[config.mk]
export PLATFORM = sky130hd
export DESIGN_NAME = mem_bank_writer
export DESIGN_NICKNAME = d
export VERILOG_FILES = /design/src/rtl/mem_bank_writer.sv
export SDC_FILE = /design/constraint.sdc
export NUM_CORES = 1
export LEC_CHECK = 0
export BUFFER_PORTS_ARGS = -buffer_cell sky130_fd_sc_hd__buf_2
export CORE_MARGIN = 2
export CORE_UTILIZATION = 25
export CTS_CLUSTER_SIZE = 24
export DETAILED_ROUTE_END_ITERATION = 7
export GPL_ROUTABILITY_DRIVEN = 0
export PLACE_DENSITY = 0.39
export RECOVER_POWER = 100
export SLEW_MARGIN = 20
export SYNTH_ARGS = -nofsm -noshare
export SYNTH_HDL_FRONTEND = slang
export SYNTH_SLANG_ARGS = --single-unit
export TNS_END_PERCENT = 20
[constraint.sdc]
create_clock -name clk -period 2.5 [get_ports clk]
set_input_delay 0.5 -clock clk [delete_from_list [all_inputs] [get_ports clk]]
set_output_delay 0.5 -clock clk [all_outputs]
set_load 0.005 [all_outputs]
[src/rtl/mem_bank_writer.sv]
// Write-side front end for a single-bank simple-dual-port memory.
// Sweeps the bank with DEFAULT_VALUE after reset or on request, then issues
// buffered host writes to the bank write port one per cycle.
module mem_bank_writer #(
  parameter int                    DATA_WIDTH    = 8,
  parameter int                    DEPTH         = 8,
  parameter logic [DATA_WIDTH-1:0] DEFAULT_VALUE = '0,
  parameter int                    FIFO_DEPTH    = 4
) (
  input  logic                     clk,
  input  logic                     reset,
  input  logic                     clear,
  input  logic                     in_valid,
  output logic                     in_ready,
  input  logic [$clog2(DEPTH)-1:0] in_addr,
  input  logic [DATA_WIDTH-1:0]    in_data,
  output logic                     clearing,
  output logic                     clear_done,
  output logic                     wea,
  output logic [$clog2(DEPTH)-1:0] addra,
  output logic [DATA_WIDTH-1:0]    dia
);

  localparam int AW = $clog2(DEPTH);
  localparam int PW = $clog2(FIFO_DEPTH);
  localparam int CW = $clog2(FIFO_DEPTH + 1);

  localparam logic [AW-1:0] ADDR_LAST = AW'(DEPTH - 1);
  localparam logic [PW-1:0] PTR_LAST  = PW'(FIFO_DEPTH - 1);
  localparam logic [CW-1:0] CNT_FULL  = CW'(FIFO_DEPTH);

  typedef enum logic {
    CLEAR,
    RUN
  } state_t;

  state_t          state, state_nx;
  logic [AW-1:0]   sweep, sweep_nx;

  logic [AW-1:0]         fifo_addr [FIFO_DEPTH];
  logic [DATA_WIDTH-1:0] fifo_data [FIFO_DEPTH];
  logic [PW-1:0]         wr_ptr, rd_ptr;
  logic [CW-1:0]         count;
  logic                  push, pop;

  function automatic logic [PW-1:0] ptr_inc(input logic [PW-1:0] p);
    return (p == PTR_LAST) ? '0 : p + 1'b1;
  endfunction

  assign in_ready = (count < CNT_FULL);
  assign push     = in_valid && in_ready;
  assign pop      = (state == RUN) && !clear && (count != '0);

  // Next state and sweep address; clear restarts the sweep, and because the
  // clear edge already issues address 0 the sweep resumes at address 1.
  always_comb begin
    state_nx = state;
    sweep_nx = sweep;
    if (clear) begin
      state_nx = CLEAR;
      sweep_nx = AW'(1);
    end else if (state == CLEAR) begin
      if (sweep == ADDR_LAST) begin
        state_nx = RUN;
        sweep_nx = '0;
      end else begin
        sweep_nx = sweep + 1'b1;
      end
    end
  end

  // State and sweep address registers.
  always_ff @(posedge clk) begin
    if (reset) begin
      state <= CLEAR;
      sweep <= '0;
    end else begin
      state <= state_nx;
      sweep <= sweep_nx;
    end
  end

  // Registered memory write port and sweep status flags.
  // clearing stays high through the cycle showing the last sweep write; the
  // first RUN cycle with clearing still set is exactly the clear_done cycle.
  always_ff @(posedge clk) begin
    if (reset) begin
      wea        <= 1'b0;
      addra      <= '0;
      dia        <= '0;
      clearing   <= 1'b1;
      clear_done <= 1'b0;
    end else begin
      clearing   <= clear || (state == CLEAR);
      clear_done <= (state == RUN) && clearing && !clear;
      if (clear || state == CLEAR) begin
        wea   <= 1'b1;
        addra <= clear ? '0 : sweep;
        dia   <= DEFAULT_VALUE;
      end else if (pop) begin
        wea   <= 1'b1;
        addra <= fifo_addr[rd_ptr];
        dia   <= fifo_data[rd_ptr];
      end else begin
        wea   <= 1'b0;
      end
    end
  end

  // FIFO storage; entries carry no reset since count qualifies them.
  always_ff @(posedge clk) begin
    if (push && !reset) begin
      fifo_addr[wr_ptr] <= in_addr;
      fifo_data[wr_ptr] <= in_data;
    end
  end

  // FIFO pointers and occupancy; clear drops old entries but keeps a same-edge push.
  always_ff @(posedge clk) begin
    if (reset) begin
      wr_ptr <= '0;
      rd_ptr <= '0;
      count  <= '0;
    end else begin
      if (push) begin
        wr_ptr <= ptr_inc(wr_ptr);
      end
      if (clear) begin
        rd_ptr <= wr_ptr;
        count  <= push ? CW'(1) : '0;
      end else begin
        if (pop) begin
          rd_ptr <= ptr_inc(rd_ptr);
        end
        case ({push, pop})
          2'b10:   count <= count + 1'b1;
          2'b01:   count <= count - 1'b1;
          default: count <= count;
        endcase
      end
    end
  end

endmodule

==> parameters.txt, run 1 <==
Parameter                              Value

CTS
  Post-cts gate resize count ... 0
  CTS tree ... yes
  Post-CTS repair timing setup buffer count ... 0
  Clk sinks ... 71
  Number of levels the H-tree was split into ... 3
  CTS Root Cell ... clkbuf_8
  Clock Pin Slew Worst Setup and Hold Paths ... 0.09 ns
  Hold bufs inserted after CTS ... 0
  Total clock buffers created by CTS ... 9
  Clk_lat worst skew ... 0.35 ns
  Longest Clk Path Bufs ... 2

Die
  Die extent in x ... 109.7 um
  Die ar. ... 12,030 um2
  I/O pin count ... 30
  Floorplan row count ... 38
  Starting Density ... 25.64%
  Die Height ... 109.7 um
  Area of the core region ... 10,890 um2

Worst setup path
  Critical path buffers and inverters ... 0
  Slack of the worst reg-to-reg path ... 0.38 ns
  Worst setup EP type ... register
  Worst setup path category ... register to register
  Library cell contributing the largest single delay on the critical path ... dfxtp_1
  Worst-path fanout max ... 11
  CP startpoint kind ... register
  WP data required ... 2.74 ns
  Worst setup path start ... count[2]
  Endpoint arrival time on the critical path ... 2.36 ns
  Sequence of cells on the critical path ... nor2b_1 > nor3_1 > fa_1 > and3b_1 > a211o_1 > a32o_1
  Startpoint of the lowest-slack register-to-register path ... count[2]
  Crit path largest cell delay ... 0.52 ns
  Critical path's top delay family ... simple AND/OR/NAND/NOR gates

Hold path
  Worst Min Path Start ... in_data[0]
  Hold/Removal Path Class ... primary input to register

Layout
  Post-layout nets ... 247
  Leading cell type in the layout, fill and taps excluded ... edfxtp_1
  Synthesis-to-layout area growth ... 18.02%
  Inserted Diodes ... 0
  Final standard cell count with taps included and fillers excluded ... 369
  Layout cells sized above 1 ... 17.90%
  Top library cells by usage in the layout, fill and taps aside ... edfxtp_1, clkbuf_1, dfxtp_1
  Filler Cell Count ... 1,101
  Final core utilization ... 30.26%

Logic synthesis
  Synth Flop Type ... edfxtp_1
  Synthesized area per cell ... 15.34 um2
  Count of yosys warnings during synthesis ... 0
  Net count after synthesis ... 205
  Number of flops mapped to enable cells by yosys ... 44
  Async set-reset flop share out of synthesis ... 0%
  Synth top area share ... 47.33%
  Unique cell type count in the Yosys netlist ... 38
  Total standard cell area after synthesis ... 2791 um2
  Number of instances in the synthesized netlist ... 182
  Leading area contributor after synthesis ... edfxtp_1
  Register area share after synthesis ... 66.70%
  #FFs+latches synth ... 71
  Largest cells by area after synthesis ... edfxtp_1, dfxtp_1, mux4_2

Timing
  Final hold violation count ... 0
  Post-Route Skew ... 0.01264 ns
  Post-layout min period ... 2.117 ns
  Setup violation total in the final timing report ... 0
  Upper clock frequency limit ... 0.4724 GHz
  Pins over their slew limit ... 0
  Slew HR ... 44.98%
  Post-Route Hold Slack ... 0.4153 ns
  Setup repair after global routing missed its margin ... no
  Least-Margin Pin Slew ... 0.8253 ns
  Final period utilization ... 84.68%
  Setup Total Neg Slack ... 0 ns

Global route
  Antenna violations before repair ... 0
  Wire length of the first global-routing pass ... 8949 um
  Total global routing overflow ... 0
  Vias in the first global route ... 1,630
  Pin count of the biggest net entering global routing ... 18
  Global-route usage over all layers ... 10.54%

Pwr
  Net switching power ... 0.5368 mW
  Share of total power in combinational logic ... 5.1%
  Switching Share ... 23.07%
  Highest ir drop seen on vdd ... 219.1 uV
  P_leak ... 1.085 nW
  Internal power ... 1.790 mW
  Clk network pwr share ... 39.5%
  Reg power frac ... 55.5%
  Total power per unit cell area ... 706.2 nW/um2

Routing
  Mean routed wirelength per cell ... 15.51 um
  Total wire length after detailed routing ... 5725 um
  Count of nets left with antenna violations after detail routing ... 0
  Via total after detailed routing ... 1,614
  Router iterations before antenna repair ... 4
  Total DRC errors in the routed layout ... 0
  Average vias per placed instance ... 4.374
  Starting DRT DRC Count ... 95

Place
  Half-perimeter wire length of the detailed placement result ... 3742 um
  Port buffer count ... 29
  Cell total after placement ... 353

Flow run
  # Max-Cap Violations ... 0

Run status
  Status ... finished clean
power by group through the flow:
stage                     combinational [mW]  clock [mW]  sequential, mW
after floorplan                       0.0784           0            1.31
after global placement                 0.128           0            1.32
after detailed placement               0.127           0            1.32
after CTS                              0.128       0.960            1.29
after global routing                   0.134        1.01            1.29
final                                  0.118       0.918            1.29
stage by stage:
stage / power, mW / setup slack, ns / area (um2)
global placement: 1.445 / 0.2464 / 3147
detailed placement: 1.445 / 0.1846 / 3147
global route: 2.442 / 0.2405 / 3294
floorplan: 1.387 / 0.4094 / 2791
finish: 2.326 / 0.3829 / 3294
CTS: 2.378 / 0.3615 / 3344
layer usage:
metal	routed length, um	vias up	part of all wire [%]	track usage [%]
met5	0	-	0	0
met4	97	0	1.7	6.239
met3	184	7	3.2	3.023
met2	2668	25	47	15.39
met1	2774	794	48	13.84
li1	-	788	-	-
cell type report:
type                    instances  area [um2]  area share, %
clock buffers                  10       127.6          3.874
inverters                       5       18.77         0.5697
well taps                     140       175.2          5.317
clock inverters                 6       70.07          2.127
flip-flops and latches         71        1862          56.51
repair buffers                 40       177.7          5.393
multi-input cells              97       863.3          26.21
logic make-up after synthesis:
logic type	synth area share, %
buffers and inverters	2.375
AOI/OAI and AO/OA	8.786
adders and majority gates	3.855
DFF	66.70
and+or+nand+nor	8.291
muxes	9.996
worst register-to-register path, stage by stage (launching register included):
cell and delay [ns]:
dfxtp_1 0.52, nor2b_1 0.13, nor3_1 0.25, fa_1 0.48, and3b_1 0.20, a211o_1 0.22
a32o_1 0.21
registers in the layout, indices dropped and copies added (netlist names), 2 cells and up, named ones only:
signal / cells
fifo_data: 32
fifo_addr: 12
dia: 8
addra: 3
count: 3
sweep: 3
rd_ptr: 2
wr_ptr: 2
path summary, 6_finish.rpt:
path,end,cells after the start
hold reg to reg,dia[2],1
hold / removal,fifo_data[2][0],1
setup / recovery,count[1],6
setup reg to reg,count[1],6
synth_stat cells (all sizes together), types with 3 or more instances:
cell and n:
edfxtp 44, dfxtp 27, mux4 11, nand2 9, a21oi 8, a22o 8, nor3 8, ha 7
buf 6, inv 5, nor2 5, and2 4, o21ai 4, clkbuf 3, o211ai 3
No activity file was read; power rests on OpenSTA's default activity.
==> run 2: changes to the inputs <==
- PLACE_DENSITY: 0.39 -> 0.4
- clock period: 2.5 -> 1.9 ns (I/O delays scaled with it)
==> run 2 against run 1 <==
Net effect:
- non-clock buffer count up 10
- register-to-register slack got worse by 0.32 ns
- combinational power rose by 57%
- worst setup slack lost 0.32 ns
- routed wire length rose by 4.3%
- via count grew 3.3%
- largest cell class unchanged
==> parameters.txt, run 2 (synthesized netlist as in run 1, its figures left out) <==
Parameter                              Value

Run status
  Status ... finished clean (unchanged)

CTS
  Post-CTS repair timing setup buffer count ... 0 (unchanged)
  Number of levels the H-tree was split into ... 3 (unchanged)
  CTS Root Cell ... clkbuf_8 (unchanged)
  CTS tree ... yes (unchanged)
  Longest Clk Path Bufs ... 2 (unchanged)
  Clock Pin Slew Worst Setup and Hold Paths ... 0.08 ns (was 0.09 ns)
  Clk_lat worst skew ... 0.35 ns (about the same)
  Total clock buffers created by CTS ... 9 (unchanged)
  Clk sinks ... 71 (unchanged)

Routing
  Via total after detailed routing ... 1,668 (was 1,614)
  Average vias per placed instance ... 4.401 (was 4.374)
  Total wire length after detailed routing ... 5974 um (was 5725 um)
  Count of nets left with antenna violations after detail routing ... 0 (unchanged)
  Total DRC errors in the routed layout ... 0 (unchanged)
  Mean routed wirelength per cell ... 15.76 um (was 15.51 um)
  Router iterations before antenna repair ... 4 (unchanged)
  Starting DRT DRC Count ... 89 (was 95)

Global route
  Wire length of the first global-routing pass ... 9211 um (was 8949 um)
  Total global routing overflow ... 0 (unchanged)
  Pin count of the biggest net entering global routing ... 18 (unchanged)
  Vias in the first global route ... 1,643 (was 1,630)
  Global-route usage over all layers ... 10.88% (was 10.54%)
  Antenna violations before repair ... 0 (unchanged)

Layout
  Final core utilization ... 31.61% (was 30.26%)
  Area taken by multi-input logic gates ... 888.4 um2 (was 863.3 um2)
  Synthesis-to-layout area growth ... 23.31% (was 18.02%)
  Top library cells by usage in the layout, fill and taps aside ... edfxtp_1, clkbuf_1, dfxtp_1 (unchanged)
  Layout cells sized above 1 ... 25.10% (was 17.90%)
  Inserted Diodes ... 0 (unchanged)
  Max reg flops ... 32 (unchanged)
  Leading cell type in the layout, fill and taps excluded ... edfxtp_1 (unchanged)
  Post-layout nets ... 257 (was 247)
  Reg with most FFs ... fifo_data (unchanged)
  Regs by FF count ... fifo_data x32, fifo_addr x12, dia x8 (unchanged)
  Filler Cell Count ... 1,103 (was 1,101)
  Sequential standard cell area ... 1869 um2 (was 1862 um2)

Timing
  Post-layout min period ... 1.835 ns (was 2.117 ns)
  Final period utilization ... 96.56% (was 84.68%)
  Least-Margin Pin Slew ... 0.6243 ns (was 0.8253 ns)
  Pins over their slew limit ... 0 (unchanged)
  Slew HR ... 58.38% (was 44.98%)
  Upper clock frequency limit ... 0.5450 GHz (was 0.4724 GHz)
  Setup violation total in the final timing report ... 0 (unchanged)
  Post-Route Hold Slack ... 0.3098 ns (was 0.4153 ns)
  Final hold violation count ... 0 (unchanged)
  Post-Route Skew ... 0.02265 ns (was 0.01264 ns)

Die
  Floorplan row count ... 38 (unchanged)
  Area of the core region ... 10,890 um2 (unchanged)
  I/O pin count ... 30 (unchanged)
  Die extent in x ... 109.7 um (unchanged)
  Starting Density ... 25.64% (unchanged)
  Die Height ... 109.7 um (unchanged)
  Die ar. ... 12,030 um2 (unchanged)

Pwr
  Clk network pwr share ... 42.2% (was 39.5%)
  Internal power ... 2.507 mW (was 1.790 mW)
  Reg power frac ... 52.1% (was 55.5%)
  Share of total power in combinational logic ... 5.7% (was 5.1%)
  Total chip power ... 3.244 mW (was 2.326 mW)
  Switching Share ... 22.72% (was 23.07%)
  Highest ir drop seen on vdd ... 387.1 uV (was 219.1 uV)
  Net switching power ... 0.7371 mW (was 0.5368 mW)
  P_leak ... 1.178 nW (was 1.085 nW)
  Total power per unit cell area ... 942.4 nW/um2 (was 706.2 nW/um2)

Worst setup path
  Crit path largest cell delay ... 0.52 ns (about the same)
  Worst-path fanout max ... 2 (was 11)
  Startpoint of the lowest-slack register-to-register path ... count[1] (was count[2])
  Most common cell type on the critical path ... nor3_4
  CP startpoint kind ... register (unchanged)
  Critical path's top delay family ... adder cells (was simple AND/OR/NAND/NOR gates)
  Critical path buffers and inverters ... 1 (was 0)
  Worst setup path start ... count[1] (was count[2])
  WP data required ... 2.19 ns (was 2.74 ns)
  Library cell contributing the largest single delay on the critical path ... fa_1 (was dfxtp_1)
  Worst setup EP type ... register (unchanged)
  Sequence of cells on the critical path ... nor3_4 > nor3_4 > fa_1 > buf_4 > nand2_1 > a311oi_2 > a32o_1 (was nor2b_1 > nor3_1 > fa_1 > and3b_1 > a211o_1 > a32o_1)
  Worst setup path category ... register to register (unchanged)
  Endpoint arrival time on the critical path ... 2.12 ns (was 2.36 ns)

Hold path
  Worst Min Path Start ... in_addr[2] (was in_data[0])
  Hold/Removal Path Class ... primary input to register (unchanged)

Place
  Port buffer count ... 29 (unchanged)
  Half-perimeter wire length of the detailed placement result ... 3921 um (was 3742 um)

Flow run
  # Max-Cap Violations ... 0 (unchanged)
[run 2: worst reg2reg max path, cell delays in order, from the launching register on]
cell and delay, ns:
dfxtp_2 0.34, nor3_4 0.23, nor3_4 0.06, fa_1 0.52, buf_4 0.11, nand2_1 0.06
a311oi_2 0.30, a32o_1 0.16
[run 2: layer usage]
layer	global-route usage [%]	part of all wire [%]	vias to the layer above
met3	2.667	2.3	9
met5	0	0	-
met1	14.31	49	827
li1	-	-	809
met4	6.058	1.8	0
met2	16.40	47	23
[run 2: stage by stage]
step           cell area (um2)  TNS (ns)  instances  setup slack (ns)
2_1_floorplan             2805  -0.01912        182          -0.01912
5_1_grt                   3442  -0.03201        379          -0.03201
3_5_place_dp              3286   -0.1577        363           -0.1577
4_1_cts                   3513         0        379           0.03573
6_report                  3442         0        379           0.06528
3_3_place_gp              3286   -0.1059        363           -0.1059
[run 2: area by class of cell]
type	instances	share of cell area [%]
sequential	71	54.31
multi-input combinational	97	25.81
timing repair buffer	50	7.670
tap	140	5.089
clock buffer	9	3.599
clock inverter	7	2.981
inverter	5	0.5453
[run 2: worst paths after layout]
kind / to / slack [ns] / cells past startpoint
max reg2reg: count[1] / 0.07 / 7
min: fifo_addr[1][2] / 0.31 / 1
min reg2reg: dia[2] / 0.48 / 1
max: count[1] / 0.07 / 7
[run 2: power groups by stage]
stage	clock network (mW)	logic, mW	registers, mW
after floorplan	0	0.105	1.72
after global placement	0	0.201	1.73
after detailed placement	0	0.202	1.73
after CTS	1.41	0.203	1.69
after global routing	1.47	0.208	1.70
final	1.37	0.185	1.69
[run 2: timing repair]
action,in CTS,in global routing
gates resized for setup,1,7
pin swaps,0,5
hold buffers,0,0
setup endpoints to repair,1,1
